--- src/rtl/react_ctrl.sv ---
// ---------------------------------------------------------------------------
// react_ctrl -- reaction-time game controller.
//
// A press in IDLE arms a trial with a pseudo-random delay. The GO lamp lights
// when the delay expires, and the player's reaction time is counted in BCD
// milliseconds until the next press. Pressing before GO is a foul. The best
// valid time of the session is kept until the next reset.
//
// Ports
//   sysclk   in   1  sole clock, rising edge
//   BTNU     in   1  synchronous active-high reset
//   tick_ms  in   1  one-cycle pulse per millisecond
//   btn      in   1  debounced reaction button (level, active-high)
//   led_go   out  1  GO lamp, high only while in GO
//   bcd      out 16  current / last time, 4 BCD digits, MSD in [15:12]
//   best     out 16  best valid time this session, 4 BCD digits
//   flag     out  2  00 IDLE, 01 ARM, 10 GO or DONE, 11 FOUL
// ---------------------------------------------------------------------------
module react_ctrl #(
    parameter int          MIN_DELAY_MS = 1000,
    parameter logic [15:0] LFSR_SEED    = 16'hACE1
) (
    input  logic        sysclk,
    input  logic        BTNU,
    input  logic        tick_ms,
    input  logic        btn,
    output logic        led_go,
    output logic [15:0] bcd,
    output logic [15:0] best,
    output logic [1:0]  flag
);

    // Wide enough for MIN_DELAY_MS + 2047, the largest delay that can be latched.
    localparam int          CNT_W   = $clog2(MIN_DELAY_MS + 2048);
    localparam logic [15:0] BCD_MAX = 16'h9999;

    typedef enum logic [2:0] {S_IDLE, S_ARM, S_GO, S_DONE, S_FOUL} state_t;

    state_t           state;
    state_t           next_state;
    logic             btn_r;
    logic             btn_prev;
    logic             btn_seen_low;
    logic             press;
    logic [15:0]      lfsr;
    logic [CNT_W-1:0] delay_cnt;
    logic             arm_expire;
    logic             go_timeout;
    logic [1:0]       flag_d;
    logic             led_go_d;

    // Per-digit BCD increment; 9999 saturates instead of wrapping.
    function automatic logic [15:0] bcd_inc(input logic [15:0] v);
        logic [15:0] r;
        logic        carry;
        r     = v;
        carry = 1'b1;
        if (v != BCD_MAX) begin
            for (int i = 0; i < 4; i++) begin
                if (carry) begin
                    if (r[i*4 +: 4] == 4'd9) begin
                        r[i*4 +: 4] = 4'd0;
                    end else begin
                        r[i*4 +: 4] = r[i*4 +: 4] + 4'd1;
                        carry       = 1'b0;
                    end
                end
            end
        end
        return r;
    endfunction

    // Fibonacci LFSR, taps 16,14,13,11 (stage 16 is the MSB), shifting left.
    function automatic logic [15:0] lfsr_step(input logic [15:0] s);
        return {s[14:0], s[15] ^ s[13] ^ s[12] ^ s[10]};
    endfunction

    // Press detection. btn_seen_low samples the raw button so that a button
    // held through reset release cannot look like a fresh rising edge.
    always_ff @(posedge sysclk) begin
        if (BTNU) begin
            btn_r        <= 1'b0;
            btn_prev     <= 1'b0;
            btn_seen_low <= 1'b0;
        end else begin
            btn_r        <= btn;
            btn_prev     <= btn_r;
            btn_seen_low <= btn_seen_low | ~btn;
        end
    end

    assign press = btn_r & ~btn_prev & btn_seen_low;

    // Free-running random source, advances every cycle in every state.
    always_ff @(posedge sysclk) begin
        if (BTNU) lfsr <= LFSR_SEED;
        else      lfsr <= lfsr_step(lfsr);
    end

    // A tick with one count left is the expiring tick.
    assign arm_expire = tick_ms && (delay_cnt <= CNT_W'(1));
    assign go_timeout = tick_ms && (bcd == BCD_MAX);

    // FSM: state register
    always_ff @(posedge sysclk) begin
        if (BTNU) state <= S_IDLE;
        else      state <= next_state;
    end

    // FSM: next state. Press has priority over a coincident tick in ARM and GO.
    always_comb begin
        next_state = state;
        unique case (state)
            S_IDLE:         if (press) next_state = S_ARM;
            S_ARM: begin
                if (press)           next_state = S_FOUL;
                else if (arm_expire) next_state = S_GO;
            end
            S_GO:           if (press || go_timeout) next_state = S_DONE;
            S_DONE, S_FOUL: if (press) next_state = S_ARM;
            default:        next_state = S_IDLE;
        endcase
    end

    // FSM: outputs, decoded from the state register then registered
    always_comb begin
        flag_d   = 2'b00;
        led_go_d = 1'b0;
        case (state)
            S_ARM:  flag_d = 2'b01;
            S_GO: begin
                flag_d   = 2'b10;
                led_go_d = 1'b1;
            end
            S_DONE: flag_d = 2'b10;
            S_FOUL: flag_d = 2'b11;
            default: ;
        endcase
    end

    always_ff @(posedge sysclk) begin
        if (BTNU) begin
            flag   <= 2'b00;
            led_go <= 1'b0;
        end else begin
            flag   <= flag_d;
            led_go <= led_go_d;
        end
    end

    // Delay counter, reaction time and best time
    always_ff @(posedge sysclk) begin
        if (BTNU) begin
            delay_cnt <= '0;
            bcd       <= 16'h0000;
            best      <= BCD_MAX;
        end else begin
            case (state)
                S_IDLE, S_DONE, S_FOUL: begin
                    if (press) begin
                        delay_cnt <= CNT_W'(MIN_DELAY_MS) + CNT_W'(lfsr[10:0]);
                        bcd       <= 16'h0000;
                    end
                end
                S_ARM: begin
                    if (press) begin
                        bcd <= BCD_MAX;
                    end else if (tick_ms && (delay_cnt != '0)) begin
                        delay_cnt <= delay_cnt - CNT_W'(1);
                    end
                end
                S_GO: begin
                    // A press freezes bcd; BCD digits order the same as binary.
                    // Timeout leaves best alone since it takes the tick branch.
                    if (press) begin
                        if (bcd < best) best <= bcd;
                    end else if (tick_ms) begin
                        bcd <= bcd_inc(bcd);
                    end
                end
                default: ;
            endcase
        end
    end

endmodule

--- config.mk ---
export PLATFORM = sky130hd
export DESIGN_NAME = react_ctrl
export DESIGN_NICKNAME = d
export VERILOG_FILES = /design/src/rtl/react_ctrl.sv
export SDC_FILE = /design/constraint.sdc
export NUM_CORES = 1
export LEC_CHECK = 0
export BUFFER_PORTS_ARGS = -buffer_cell sky130_fd_sc_hd__buf_2
export CELL_PAD_IN_SITES_DETAIL_PLACEMENT = 0
export CELL_PAD_IN_SITES_GLOBAL_PLACEMENT = 1
export CORE_MARGIN = 8
export CORE_UTILIZATION = 30
export DETAILED_ROUTE_END_ITERATION = 12
export PLACE_DENSITY_LB_ADDON = 0.1
export SYNTH_ARGS = -nofsm -noshare
export SYNTH_HDL_FRONTEND = slang
export SYNTH_SLANG_ARGS = --single-unit
--- constraint.sdc ---
create_clock -name sysclk -period 1.8 [get_ports sysclk]
set_input_delay 0.36 -clock sysclk [delete_from_list [all_inputs] [get_ports sysclk]]
set_output_delay 0.36 -clock sysclk [all_outputs]
set_load 0.1 [all_outputs]
After elaboration in Yosys (flattened, before gate mapping)

Index checks and enable logic that the tools add are counted.

Add/sub/neg operators: 6
$lt $le $gt $ge: 2
Eq/ne operators: 22
Mux-type cells: 44
Bitwise operators: 8
Reductions and logical operators: 17

Operators by type and width:

| cell                   | count |
|---|---|
| $mux 16                | 5 |
| $pmux 16 s3            | 1 |
| $mux 12                | 3 |
| $mux 4                 | 7 |
| $pmux 12 s2            | 1 |
| $mux 1                 | 21 |
| $reduce_and 7->1       | 3 |
| $ne 2x2->1 const B     | 10 |
| $add 4x1->4 const B    | 4 |
| $eq 16x16->1 const B   | 1 |
| $eq 4x4->1 const B     | 4 |
| $lt 16x16->1           | 1 |
| $ne 16x16->1 const B   | 1 |
| $add 10x11->12 const A | 1 |
| $le 12x1->1 const B    | 1 |
| $mux 3                 | 4 |
| $reduce_bool 12->1     | 1 |
| $sub 12x1->12 const B  | 1 |
| $pmux 3 s3             | 1 |
| $eq 3x2->1 const B     | 2 |
| $pmux 2 s3             | 1 |
| $reduce_and 3->1       | 2 |
| $reduce_and 6->1       | 1 |
| $reduce_and 4->1       | 1 |
| 15 further kinds       | 21 |

Register bits after elaboration: 69
Bits of input ports: 4
Output and inout bits: 35
Logic and storage cells: 112

Longest topological paths before layout

Gate-level depths: netlist of run 1.

Depth in word-level cells: 24
Depth in mapped cells: 8
Mapped depth without buffers: 7

Worst setup path before layout of run 1

No wires, ideal clock.

Kind: register -> register
Start point: register bcd[12]
End point: register bcd[1]
Setup time: 103 ps
Data arrival time: 2,670 ps
Required time: 1,697 ps
Path slack: -973 ps
Cell stages (with the launch flop): 6
Path buffers: 0
Clock period less this slack: 2,773 ps
Path through: dfxtp_1 ha_1 nand3b_1 or4_1 a41o_2 a2111oi_2

Cells in the longest elaborated chain, start to end: 3

RTL lines:

| what                              | RTL line | source |
|---|---|---|
| from (decl)                       | 28       | `output logic [15:0] bcd,` |
| from (signal assigned)            | 178      | `bcd <= bcd_inc(bcd);` |
| $ne 16x16->1                      | 58       | `if (v != BCD_MAX) begin` |
| $ne 2x2->1 (no source line)       | -        |  |
| $reduce_and 6->1 (no source line) | -        |  |

No other way between the ends.
A chain may end at the register's enable or synchronous reset.

Final worst setup path of run 1

Start point: register bcd[5]
End point: register state[1]

Cells in the longest elaborated chain, start to end: 5

RTL lines:

| what                              | RTL line | source |
|---|---|---|
| $eq 16x16->1                      | 102      | `assign go_timeout = tick_ms && (bcd == BCD_MAX);` |
| $logic_and 1x1->1                 | 102      |  |
| $logic_or 1x1->1                  | 119      | `S_GO: if (press \|\| go_timeout) next_state = S_DONE;` |
| $ne 2x2->1 (no source line)       | -        |  |
| $reduce_and 3->1 (no source line) | -        |  |
| to (signal assigned)              | 107      | `else state <= next_state;` |
| to (decl)                         | 39       | `state_t state;` |

No other way between the ends.

==> results of run 1 <==
## what timing repair did
action	4_1_cts	5_1_grt
resized for setup	27	40
pin swaps	12	16
buffers inserted	5	7
setup endpoints to repair	29	45
hold endpoints to repair	0	0
## power breakdown
part           leakage [nW]  internal, W  switching, W
clock                 0.152      0.00115      0.000697
combinational          1.69     0.000921       0.00134
sequential            0.582      0.00164      0.000131
total                  2.43      0.00371       0.00217
## flip-flops by register name (all words and copies together) (netlist names)
register	cells
btn_r	1
flag	2
btn_seen_low	1
state	3
lfsr	16
led_go	1
delay_cnt	12
bcd	16
btn_prev	1
best	16
## logic make-up after synthesis
group / share of synthesized area
multiplexers: 0.0459
AO/OA/AOI/OAI: 0.180
XOR/XNOR: 0.0223
flip-flops: 0.352
buffers and inverters: 0.0618
adder cells (fa/ha/maj): 0.0860
AND/OR/NAND/NOR: 0.253
## routing by layer
layer / wire [um] / track usage / up-vias
met3: 414 / 0.0386 / 5
met5: 0 / 0 / -
li1: - / - / 1850
met1: 5490 / 0.182 / 1745
met4: 94 / 0.0331 / 0
met2: 5300 / 0.228 / 54
## worst min-delay path by stage
stage                              startpoint                 endpoint  depth (start not counted)
after CTS                                 btn  btn_seen_low$_SDFF_PP0_                          2
final                                     btn  btn_seen_low$_SDFF_PP0_                          2
after global routing                      btn  btn_seen_low$_SDFF_PP0_                          2
after global placement    lfsr[14]$_SDFF_PP0_      lfsr[15]$_SDFF_PP1_                          1
after floorplan           lfsr[14]$_SDFF_PP0_      lfsr[15]$_SDFF_PP1_                          1
after detailed placement  lfsr[14]$_SDFF_PP0_      lfsr[15]$_SDFF_PP1_                          1
## layout make-up
class                      instances  area, um^2
inverter                          25         101
multi-input combinational        333        2640
tap                              176         220
clock buffer                      11         253
clock inverter                     5        57.6
fill                            1351        7280
sequential                        69        1500
timing repair buffer             134         973
## cell usage in the layout, fill, tap and decap left out, types with 6 or more instances in the layout
| master | Yosys | layout |
|---|---|---|
| sky130_fd_sc_hd__nand2_1 | 19 | 19 |
| sky130_fd_sc_hd__dfxtp_1 | 69 | 33 |
| sky130_fd_sc_hd__o21ai_1 | 14 | 14 |
| sky130_fd_sc_hd__ha_4 | 0 | 9 |
| sky130_fd_sc_hd__nand3_1 | 13 | 13 |
| sky130_fd_sc_hd__or2_2 | 7 | 7 |
| sky130_fd_sc_hd__mux2i_1 | 18 | 18 |
| sky130_fd_sc_hd__dfxtp_2 | 0 | 6 |
| sky130_fd_sc_hd__a31oi_1 | 7 | 6 |
| sky130_fd_sc_hd__nor3_1 | 15 | 14 |
| sky130_fd_sc_hd__xnor2_1 | 6 | 6 |
| sky130_fd_sc_hd__a21oi_1 | 33 | 28 |
| sky130_fd_sc_hd__o21ai_0 | 16 | 15 |
| sky130_fd_sc_hd__dfxtp_4 | 0 | 30 |
| sky130_fd_sc_hd__clkbuf_16 | 0 | 9 |
| sky130_fd_sc_hd__nor2b_1 | 13 | 13 |
| sky130_fd_sc_hd__nor2_1 | 42 | 38 |
| sky130_fd_sc_hd__buf_2 | 2 | 38 |
| sky130_fd_sc_hd__inv_1 | 25 | 18 |
| sky130_fd_sc_hd__ha_1 | 27 | 17 |
| sky130_fd_sc_hd__nand2b_1 | 20 | 20 |
| sky130_fd_sc_hd__buf_4 | 4 | 84 |
| sky130_fd_sc_hd__a211oi_2 | 0 | 7 |
| sky130_fd_sc_hd__buf_6 | 6 | 10 |
## through the flow
step,setup TNS (ns),instances
final,-1.02,753
after global routing,-3.20,753
after CTS,-0.236,748
after detailed placement,-1.85,727
after global placement,-1.13,727
after floorplan,-4.17,450
## worst max-delay path, stage by stage (launching register included)
cell and delay (ns):
sky130_fd_sc_hd__dfxtp_4 0.36, sky130_fd_sc_hd__inv_4 0.06, sky130_fd_sc_hd__ha_4 0.13, sky130_fd_sc_hd__nand3b_4 0.10
sky130_fd_sc_hd__or4_4 0.52, sky130_fd_sc_hd__o211ai_1 0.30, sky130_fd_sc_hd__buf_4 0.18, sky130_fd_sc_hd__buf_6 0.09
sky130_fd_sc_hd__a211oi_2 0.05
==> results.md, run 1 <==
- Launching element of the worst setup path: bcd[5]$_SDFFE_PP0P_
- Layout Cell Area excl Fill: 5750 um^2
- First-pass GRT wire length: 18.7 mm
- Maximum fanout count along the critical path: 4
- Post-synth EDFFs: 0
- ANT nets after route: 0
- Worst path setup slack after routing: -0.103 ns
- Number of buffers on the longest clock path: 2
- Nature of the critical path endpoint: register
- Post-Syn Instances: 450
- Estimated wirelength of the detail-placed design: around 8.3 mm
- Synth Flop Type: sky130_fd_sc_hd__dfxtp_1
- Net count reported at finish: around 600
- Std cell rows: 42
- Number of global-route vias before repair: approximately 3,600
- CTS tree: yes
- Drt wl/cell: 15.0 um
- Total design power: approximately 0.0059 W
- Clock latency at the later pin of the worst-skew pair: 0.34 ns
- Seq cells post-synth: approximately 70
- Count of hold buffers inserted by post-cts repair: 0
- Sequential-to-total area share from yosys stat: 0.352
- Global routing usage summed across all routing layers: 0.140
- Number of warnings printed during yosys synthesis: 0
- Antenna diode count: 0
- Number of cells on the worst reg-to-reg path: 8
- Type of element launching the critical path: register
- Mean number of vias per cell: slightly below 5
- Utilization after layout: 0.441
- Ys async rst share: 0
- Die Area: roughly 17,000 um^2
- Fin Clk Skew: 0.00546 ns
- Part of the cycle the worst path needs: 1.06
- Number of setup violations in the final report: 24
- Startpoint of the worst-slack reg-to-reg timing path: bcd[5]$_SDFFE_PP0P_
- Overall via count from detail_route: 3,654
- Power density normalized to cell area: 1020 nW/um^2
- Shortest period the worst path allows: 1.90 ns
- Peak supply drop: a little over 600 uV
- Max Fclk: approximately 0.53 GHz
- Pre-CTS worst setup slack: -0.208 ns
- Synth cell count leaders: sky130_fd_sc_hd__dfxtp_1, sky130_fd_sc_hd__nor2_1, sky130_fd_sc_hd__a21oi_1
- Status: finished with violations
- Count of routing violations after the opening detailed-route iteration: ~210
- Area fraction of the dominant cell type after synthesis: 0.352
- Maximum number of pins on one net before global-route repair: 50
- Starting Density: 0.301
- Violations in the final reports: setup timing
- Dpl cell area: 5060 um^2
- Share of post-route cells with drive strength above 1: 0.454
- Relative slew margins: 0.670
- Count of maximum capacitance violations: 0
- Worst hold margin: between 0.2 and 0.25 ns
- Classification of the worst setup path: reg2reg
- Most instantiated library cell after synthesis: sky130_fd_sc_hd__dfxtp_1
- Reg clk slew, reported paths: 0.06 ns
- Data arrival time of the worst path: 2.12 ns
- Worst EP required: 2.02 ns
- Horiz. Die Dim: approximately 130 um
- Average cell area after synthesis: 8.73 um^2
- TritonRoute pass-1 iters: 4
- Terminus of the critical flop-to-flop path: state[1]$_SDFFE_PP0P_
- Area of the mapped netlist: 3930 um^2
- Total nets after synthesis: 481
- Number of buffers created by CTS: 9
- Area of the core: 13,000 um^2
- Antenna violations before repair: 0
- Post-detailed-routing wire length: 11.3 mm
- Total global routing overflow: 0
- Leading area contributor after synthesis: sky130_fd_sc_hd__dfxtp_1
- # IOs: 39
- Die outline height: 130 um
- Buffers added on ports: 38
- Setup slack, reg-to-reg: -0.10 ns
- Max Slew Vio Count: 0
- Number of design rule violations left after detail routing: 0
- Capturing element of the worst setup path: state[1]$_SDFFE_PP0P_
- Unrepaired setup endpoints after global routing: yes
- Standby leakage power: 2.43 nW
- Most area-consuming cells after synthesis: sky130_fd_sc_hd__dfxtp_1, sky130_fd_sc_hd__ha_1, sky130_fd_sc_hd__mux2i_1
- Tightest Pin Transition: 0.499 ns
- Root buf cell: sky130_fd_sc_hd__clkbuf_16
- Clock sinks: 69
- GPL Wtd Cong: 0.761
- Number of distinct library cell variants in the gate-level netlist after synthesis: 60
- Number of levels in the clock H-tree: 3
- Hold Crit Class: in2reg
- Area added between synthesis and finish: 46.3%
- Number of hold violations in the final report: 0
(Power assumes the default switching activity.)
==> inputs of run 2 (changes only) <==
- CORE_UTILIZATION: 30 -> 41
==> run 2 against run 1 <==
  * The flow still finishes with violations (setup timing)
  * Largest power group unchanged
  * Sequential power about the same
  * Critical path depth is 1 lower
  * Register-to-register slack improved by 0.03 ns
==> results.md, run 2 (same netlist as run 1, synthesis figures left out) <==
- Net count reported at finish: 595 (-1.3%)
- Max Fclk: 0.533 GHz (+1.5%)
- Estimated wirelength of the detail-placed design: 7.71 mm (-6.9%)
- Post-detailed-routing wire length: 10.5 mm (-6.7%)
- Status: finished with violations
- Startpoint of the worst-slack reg-to-reg timing path: bcd[1]$_SDFFE_PP0P_
- Number of design rule violations left after detail routing: 0 (unchanged)
- CTS tree: yes
- GPL Wtd Cong: 0.853 (+12%)
- Buffers added on ports: 38 (unchanged)
- Hold path startpoint: btn
- Violations in the final reports: setup timing
- Count of maximum capacitance violations: 0 (unchanged)
- Clock share of power: 0.237 (-0.077)
- Total global routing overflow: 0 (unchanged)
- Reg area: 1500 um^2 (-0.33%)
- Root buf cell: sky130_fd_sc_hd__clkbuf_8
- First-pass GRT wire length: 17.5 mm (-6.2%)
- Standby leakage power: 2.33 nW (-4.0%)
- # IOs: 39 (unchanged)
- Area of the core: 9280 um^2 (-29%)
- Top library cells by usage in the layout, fill and taps aside: sky130_fd_sc_hd__buf_4, sky130_fd_sc_hd__buf_2, sky130_fd_sc_hd__nor2_1
- Count of routing violations after the opening detailed-route iteration: 159 (-25%)
- Number of levels in the clock H-tree: 3 (unchanged)
- Utilization after layout: 0.596 (+0.155)
- Worst path setup slack after routing: -0.0753 ns (+0.0279 ns)
- Sw Pwr: 0.00220 W (+1.4%)
- Worst EP required: 2.04 ns (+0.02 ns)
- Tightest Pin Transition: 0.514 ns (+0.0153 ns)
- Internal power component: 0.00309 W (-17%)
- Area added between synthesis and finish: 40.8%
- Maximum number of pins on one net before global-route repair: 36 (-28%)
- Relative slew margins: 0.657 (-0.0125)
- Clock sinks: 69 (unchanged)
- Fin Clk Skew: 0.00942 ns (+0.00396 ns)
- Sequential fraction of design power: 0.333 (+0.031)
- Horiz. Die Dim: 114 um (-13%)
- Peak supply drop: 456 uV (-26%)
- ANT nets after route: 0 (unchanged)
- Proportion of power drawn by combinational gates: 0.431 (+0.047)
- Antenna diode count: 0 (unchanged)
- Total design power: 0.00529 W (-10%)
- Power density normalized to cell area: 957 nW/um^2 (-6.5%)
- Number of global-route vias before repair: 3,640 (+0.52%)
- Footprint of the multi-input gates: 2680 um^2 (+1.6%)
- Switching part of the total power: 0.416 (+0.0470)
- Number of buffers created by CTS: 9 (unchanged)
- Number of hold violations in the final report: 0 (unchanged)
- Launching element of the worst setup path: bcd[1]$_SDFFE_PP0P_
- Die Area: 13,000 um^2 (-24%)
- Unrepaired setup endpoints after global routing: yes
- Std cell rows: 35 (-17%)
- Maximum fanout count along the critical path: 5 (+1)
- Die outline height: 114 um (-13%)
- Largest regs: bcd (16), best (16), lfsr (16)
- Number of buffers on the longest clock path: 2 (unchanged)
- Number of setup violations in the final report: 17 (-29%)
- Global routing usage summed across all routing layers: 0.165 (+0.0249)
- Mean number of vias per cell: 5.20 (+7.2%)
- Total negative setup slack: -0.603 ns (+0.416 ns)
- Antenna violations before repair: 0 (unchanged)
- Overall via count from detail_route: 3,630 (-0.66%)
- Max Slew Vio Count: 0 (unchanged)
- Type of element launching the critical path: register
- Nature of the critical path endpoint: register
- Classification of the worst setup path: reg2reg
- Filler cell count: 836 (-38%)
- Shortest period the worst path allows: 1.88 ns (-0.0279 ns)
- TritonRoute pass-1 iters: 4 (unchanged)
- Most frequent standard cell in the layout excluding fill and tap cells: sky130_fd_sc_hd__buf_4
- Reg clk slew, reported paths: 0.09 ns (+0.03 ns)
- Drt wl/cell: 15.1 um (+0.68%)
- Starting Density: 0.423 (+0.122)
- Part of the cycle the worst path needs: 1.04 (-0.0155)
- Clock latency at the later pin of the worst-skew pair: 0.35 ns (about the same)
- Share of post-route cells with drive strength above 1: 0.448 (-0.00592)
- Hold Crit Class: in2reg
- Data arrival time of the worst path: 2.12 ns (about the same)
run 2: cell types whose count changed in the layout (fill, tap and decap cells not counted), sizes merged:
cell / previous run / this run
clkinv: 2 / 1
clkbuf: 11 / 9
buf: 134 / 126
inv: 26 / 31
bufinv: 1 / 0
clkinvlp: 1 / 0
run 2: path summary, 6_finish.rpt:
kind	to	slack [ns]	depth (start not counted)
setup reg to reg	bcd[2]$_SDFFE_PP0P_	-0.08	7
setup / recovery	bcd[2]$_SDFFE_PP0P_	-0.08	7
hold reg to reg	lfsr[15]$_SDFF_PP1_	0.42	1
hold / removal	btn_seen_low$_SDFF_PP0_	0.19	2
run 2: timing repair:
item / CTS / global route
resized for setup: 27 / 42
pin swaps: 14 / 13
endpoints found under the setup margin: 33 / 46
buffers inserted: 6 / 1
hold buffers: 0 / 0
run 2: area by class of cell:
class / instances / share of cell area
repair buffers: 126 / 0.164
flip-flops and latches: 69 / 0.271
well taps: 129 / 0.0292
clock buffers: 9 / 0.0224
inverters: 25 / 0.0174
clock inverters: 7 / 0.0115
multi-input cells: 333 / 0.485
run 2: stage by stage:
step,instance area [um^2],instances,hold slack [ns],setup WS (ns)
finish,5530,698,0.191,-0.0753
global route,5530,698,0.192,-0.186
CTS,5350,697,0.182,-0.0573
detailed placement,4970,676,0.398,-0.148
global placement,4970,676,0.396,-0.157
floorplan,4130,450,0.389,-0.257
run 2: worst max-delay path, cell delays in order, from the launching register on:
cell                       delay, ns
sky130_fd_sc_hd__dfxtp_4        0.37
sky130_fd_sc_hd__inv_2          0.06
sky130_fd_sc_hd__ha_4           0.12
sky130_fd_sc_hd__nand3b_1       0.14
sky130_fd_sc_hd__or4_4          0.51
sky130_fd_sc_hd__a41o_4         0.26
sky130_fd_sc_hd__buf_6          0.15
sky130_fd_sc_hd__a41o_1         0.17
run 2: power groups by stage:
stage | Combinational (W) | Clock [W] | Sequential [W]
floorplan | 0.000991 | 0 | 0.00216
global placement | 0.00201 | 0 | 0.00178
detailed placement | 0.00202 | 0 | 0.00178
CTS | 0.00211 | 0.00129 | 0.00175
global route | 0.00246 | 0.00136 | 0.00178
finish | 0.00228 | 0.00125 | 0.00176
run 2: layer usage:
metal,GRT usage,up-vias,part of all wire
li1,-,1839,-
met1,0.219,1730,0.49
met2,0.270,54,0.46
met3,0.0238,7,0.039
met4,0.0515,0,0.0084
met5,0,-,0
==> inputs of run 3 (changes only) <==
- CORE_UTILIZATION: 41 -> 45
- TNS_END_PERCENT: not set -> 50
- clock period: 1.8 -> 2 ns (I/O delays scaled with it)
==> run 3 against run 2 <==
  * The run now ends clean
  * Flip-flop and latch count did not move
  * Utilization shrank 3.0 points
  * Non-clock buffer count shrank 51
==> results.md, run 3 (same netlist as run 1, synthesis figures left out) <==
- Share of post-route cells with drive strength above 1: 0.315 (-0.133)
- Relative slew margins: 0.673 (+0.0162)
- Dpl cell area: 4550 um^2 (-8.4%)
- GPL Wtd Cong: 0.809 (-5.2%)
- Status: finished clean
- Top library cells by usage in the layout, fill and taps aside: sky130_fd_sc_hd__nor2_1, sky130_fd_sc_hd__buf_2, sky130_fd_sc_hd__dfxtp_1
- Most frequent standard cell in the layout excluding fill and tap cells: sky130_fd_sc_hd__nor2_1
- Unrepaired setup endpoints after global routing: yes
- Layout Cell Area excl Fill: 4860 um^2 (-12%)
- Clock share of power: 0.275 (+0.038)
- Max Slew Vio Count: 0 (unchanged)
- Horiz. Die Dim: 109 um (-3.9%)
- Data arrival time of the worst path: 2.20 ns (+0.08 ns)
- Tightest Pin Transition: 0.493 ns (-0.0209 ns)
- Worst EP required: 2.25 ns (+0.21 ns)
- Power density normalized to cell area: 931 nW/um^2 (-2.7%)
- Internal power component: 0.00270 W (-13%)
- Worst path setup slack after routing: 0.0492 ns (+0.125 ns)
- Global routing usage summed across all routing layers: 0.169 (+0.00384)
- Number of hold violations in the final report: 0 (unchanged)
- Estimated wirelength of the detail-placed design: 6.93 mm (-10%)
- Die outline height: 109 um (-3.9%)
- Number of buffers created by CTS: 9 (unchanged)
- Number of global-route vias before repair: 3,303 (-9.3%)
- Area of the core: 8590 um^2 (-7.4%)
- Maximum fanout count along the critical path: 6 (+1)
- Largest regs: bcd (16), best (16), lfsr (16)
- Number of levels in the clock H-tree: 3 (unchanged)
- Total global routing overflow: 0 (unchanged)
- Part of the cycle the worst path needs: 0.975 (-0.0665)
- Pre-CTS worst setup slack: -0.0585 ns (+0.0900 ns)
- Buffers added on ports: 38 (unchanged)
- Hold Crit Class: in2reg
- Max Fclk: 0.513 GHz (-3.9%)
- Area added between synthesis and finish: 23.6%
- Number of standard cells in the final layout excluding fillers: 626 (-10%)
- Number of buffers on the longest clock path: 2 (unchanged)
- TritonRoute pass-1 iters: 4 (unchanged)
- CTS tree: yes
- Peak supply drop: 476 uV (+4.2%)
- Net count reported at finish: 544 (-8.6%)
- ANT nets after route: 0 (unchanged)
- Reg clk slew, reported paths: 0.09 ns (about the same)
- Antenna diode count: 0 (unchanged)
- Count of routing violations after the opening detailed-route iteration: 206 (+30%)
- Switching part of the total power: 0.403 (-0.0128)
- Fin Clk Skew: 0.0130 ns (+0.00359 ns)
- Total design power: 0.00452 W (-15%)
- Count of maximum capacitance violations: 0 (unchanged)
- Standby leakage power: 2.03 nW (-13%)
- Type of element launching the critical path: register
- Hold path startpoint: btn
- Maximum number of pins on one net before global-route repair: 47 (+31%)
- First-pass GRT wire length: 16.0 mm (-8.4%)
- Overall via count from detail_route: 3,347 (-7.8%)
- Starting Density: 0.457 (+0.0340)
- Number of design rule violations left after detail routing: 0 (unchanged)
- Startpoint of the worst-slack reg-to-reg timing path: bcd[5]$_SDFFE_PP0P_
- Launching element of the worst setup path: bcd[5]$_SDFFE_PP0P_
- Shortest period the worst path allows: 1.95 ns (+0.0755 ns)
- Sequential fraction of design power: 0.357 (+0.024)
- Std cell rows: 34 (-2.9%)
- Clock sinks: 69 (unchanged)
- Die Area: 12,000 um^2 (-7.7%)
- Sw Pwr: 0.00182 W (-17%)
- Proportion of power drawn by combinational gates: 0.369 (-0.062)
- Post-detailed-routing wire length: 9.54 mm (-9.6%)
- Nature of the critical path endpoint: register
- Drt wl/cell: 15.2 um (+0.85%)
- Count of placed standard cells including taps: 605 (-11%)
- Root buf cell: sky130_fd_sc_hd__clkbuf_8
- # IOs: 39 (unchanged)
- Mean number of vias per cell: 5.35 (+2.8%)
- Number of setup violations in the final report: 0 (-17)
- Antenna violations before repair: 0 (unchanged)
- Clock latency at the later pin of the worst-skew pair: 0.36 ns (about the same)
- Classification of the worst setup path: reg2reg
-- run 3: changes by cell type in the layout (fill, tap and decap cells not counted), moves of 5 or more --
cell                      change
sky130_fd_sc_hd__a21oi_1      +5
sky130_fd_sc_hd__a21oi_2      -5
sky130_fd_sc_hd__buf_4       -44
sky130_fd_sc_hd__buf_6        -8
-- run 3: final cells by class --
class / count / area, um^2
sequential: 69 / 1480
fill: 807 / 3740
timing repair buffer: 75 / 505
multi-input combinational: 333 / 2420
clock inverter: 5 / 45.0
inverter: 25 / 93.8
clock buffer: 11 / 174
tap: 108 / 135
-- run 3: routing by layer --
layer	GRT usage	share of wire	vias to the layer above
li1	-	-	1728
met1	0.223	0.50	1563
met2	0.263	0.45	49
met3	0.0322	0.036	7
met4	0.0733	0.010	0
met5	0	0	-
-- run 3: repair_timing --
item / in CTS / in global routing
setup buffers: 2 / 3
hold buffers: 0 / 0
pin swaps: 0 / 1
resized for setup: 3 / 6
setup endpoints to repair: 2 / 16
-- run 3: critical path: stages, from the launching register on --
cell	delay (ns)
sky130_fd_sc_hd__dfxtp_4	0.37
sky130_fd_sc_hd__inv_1	0.09
sky130_fd_sc_hd__ha_4	0.15
sky130_fd_sc_hd__nand3b_4	0.10
sky130_fd_sc_hd__or4_4	0.53
sky130_fd_sc_hd__a41o_4	0.27
sky130_fd_sc_hd__a2111oi_4	0.33
-- run 3: metrics by stage --
step	TNS [ns]	utilization	hold WS (ns)
after floorplan	-0.671	-	0.389
after global placement	-0.0376	0.530	0.397
after detailed placement	-0.0585	0.530	0.400
after CTS	0	0.559	0.217
after global routing	-0.0577	0.565	0.212
final	0	0.565	0.230
-- run 3: power groups by stage --
stage                     sequential (W)  combinational (W)  clock, W
after floorplan                  0.00195           0.000884         0
after global placement           0.00164            0.00161         0
after detailed placement         0.00164            0.00162         0
after CTS                        0.00161            0.00164   0.00128
after global routing             0.00163            0.00182   0.00133
final                            0.00161            0.00167   0.00124
-- run 3: final timing paths --
path | depth (start not counted) | slack [ns] | end
worst max-delay path | 6 | 0.05 | bcd[1]$_SDFFE_PP0P_
worst min-delay path | 2 | 0.23 | btn_seen_low$_SDFF_PP0_
worst max register to register | 6 | 0.05 | bcd[1]$_SDFFE_PP0P_
worst min register to register | 1 | 0.42 | lfsr[15]$_SDFF_PP1_
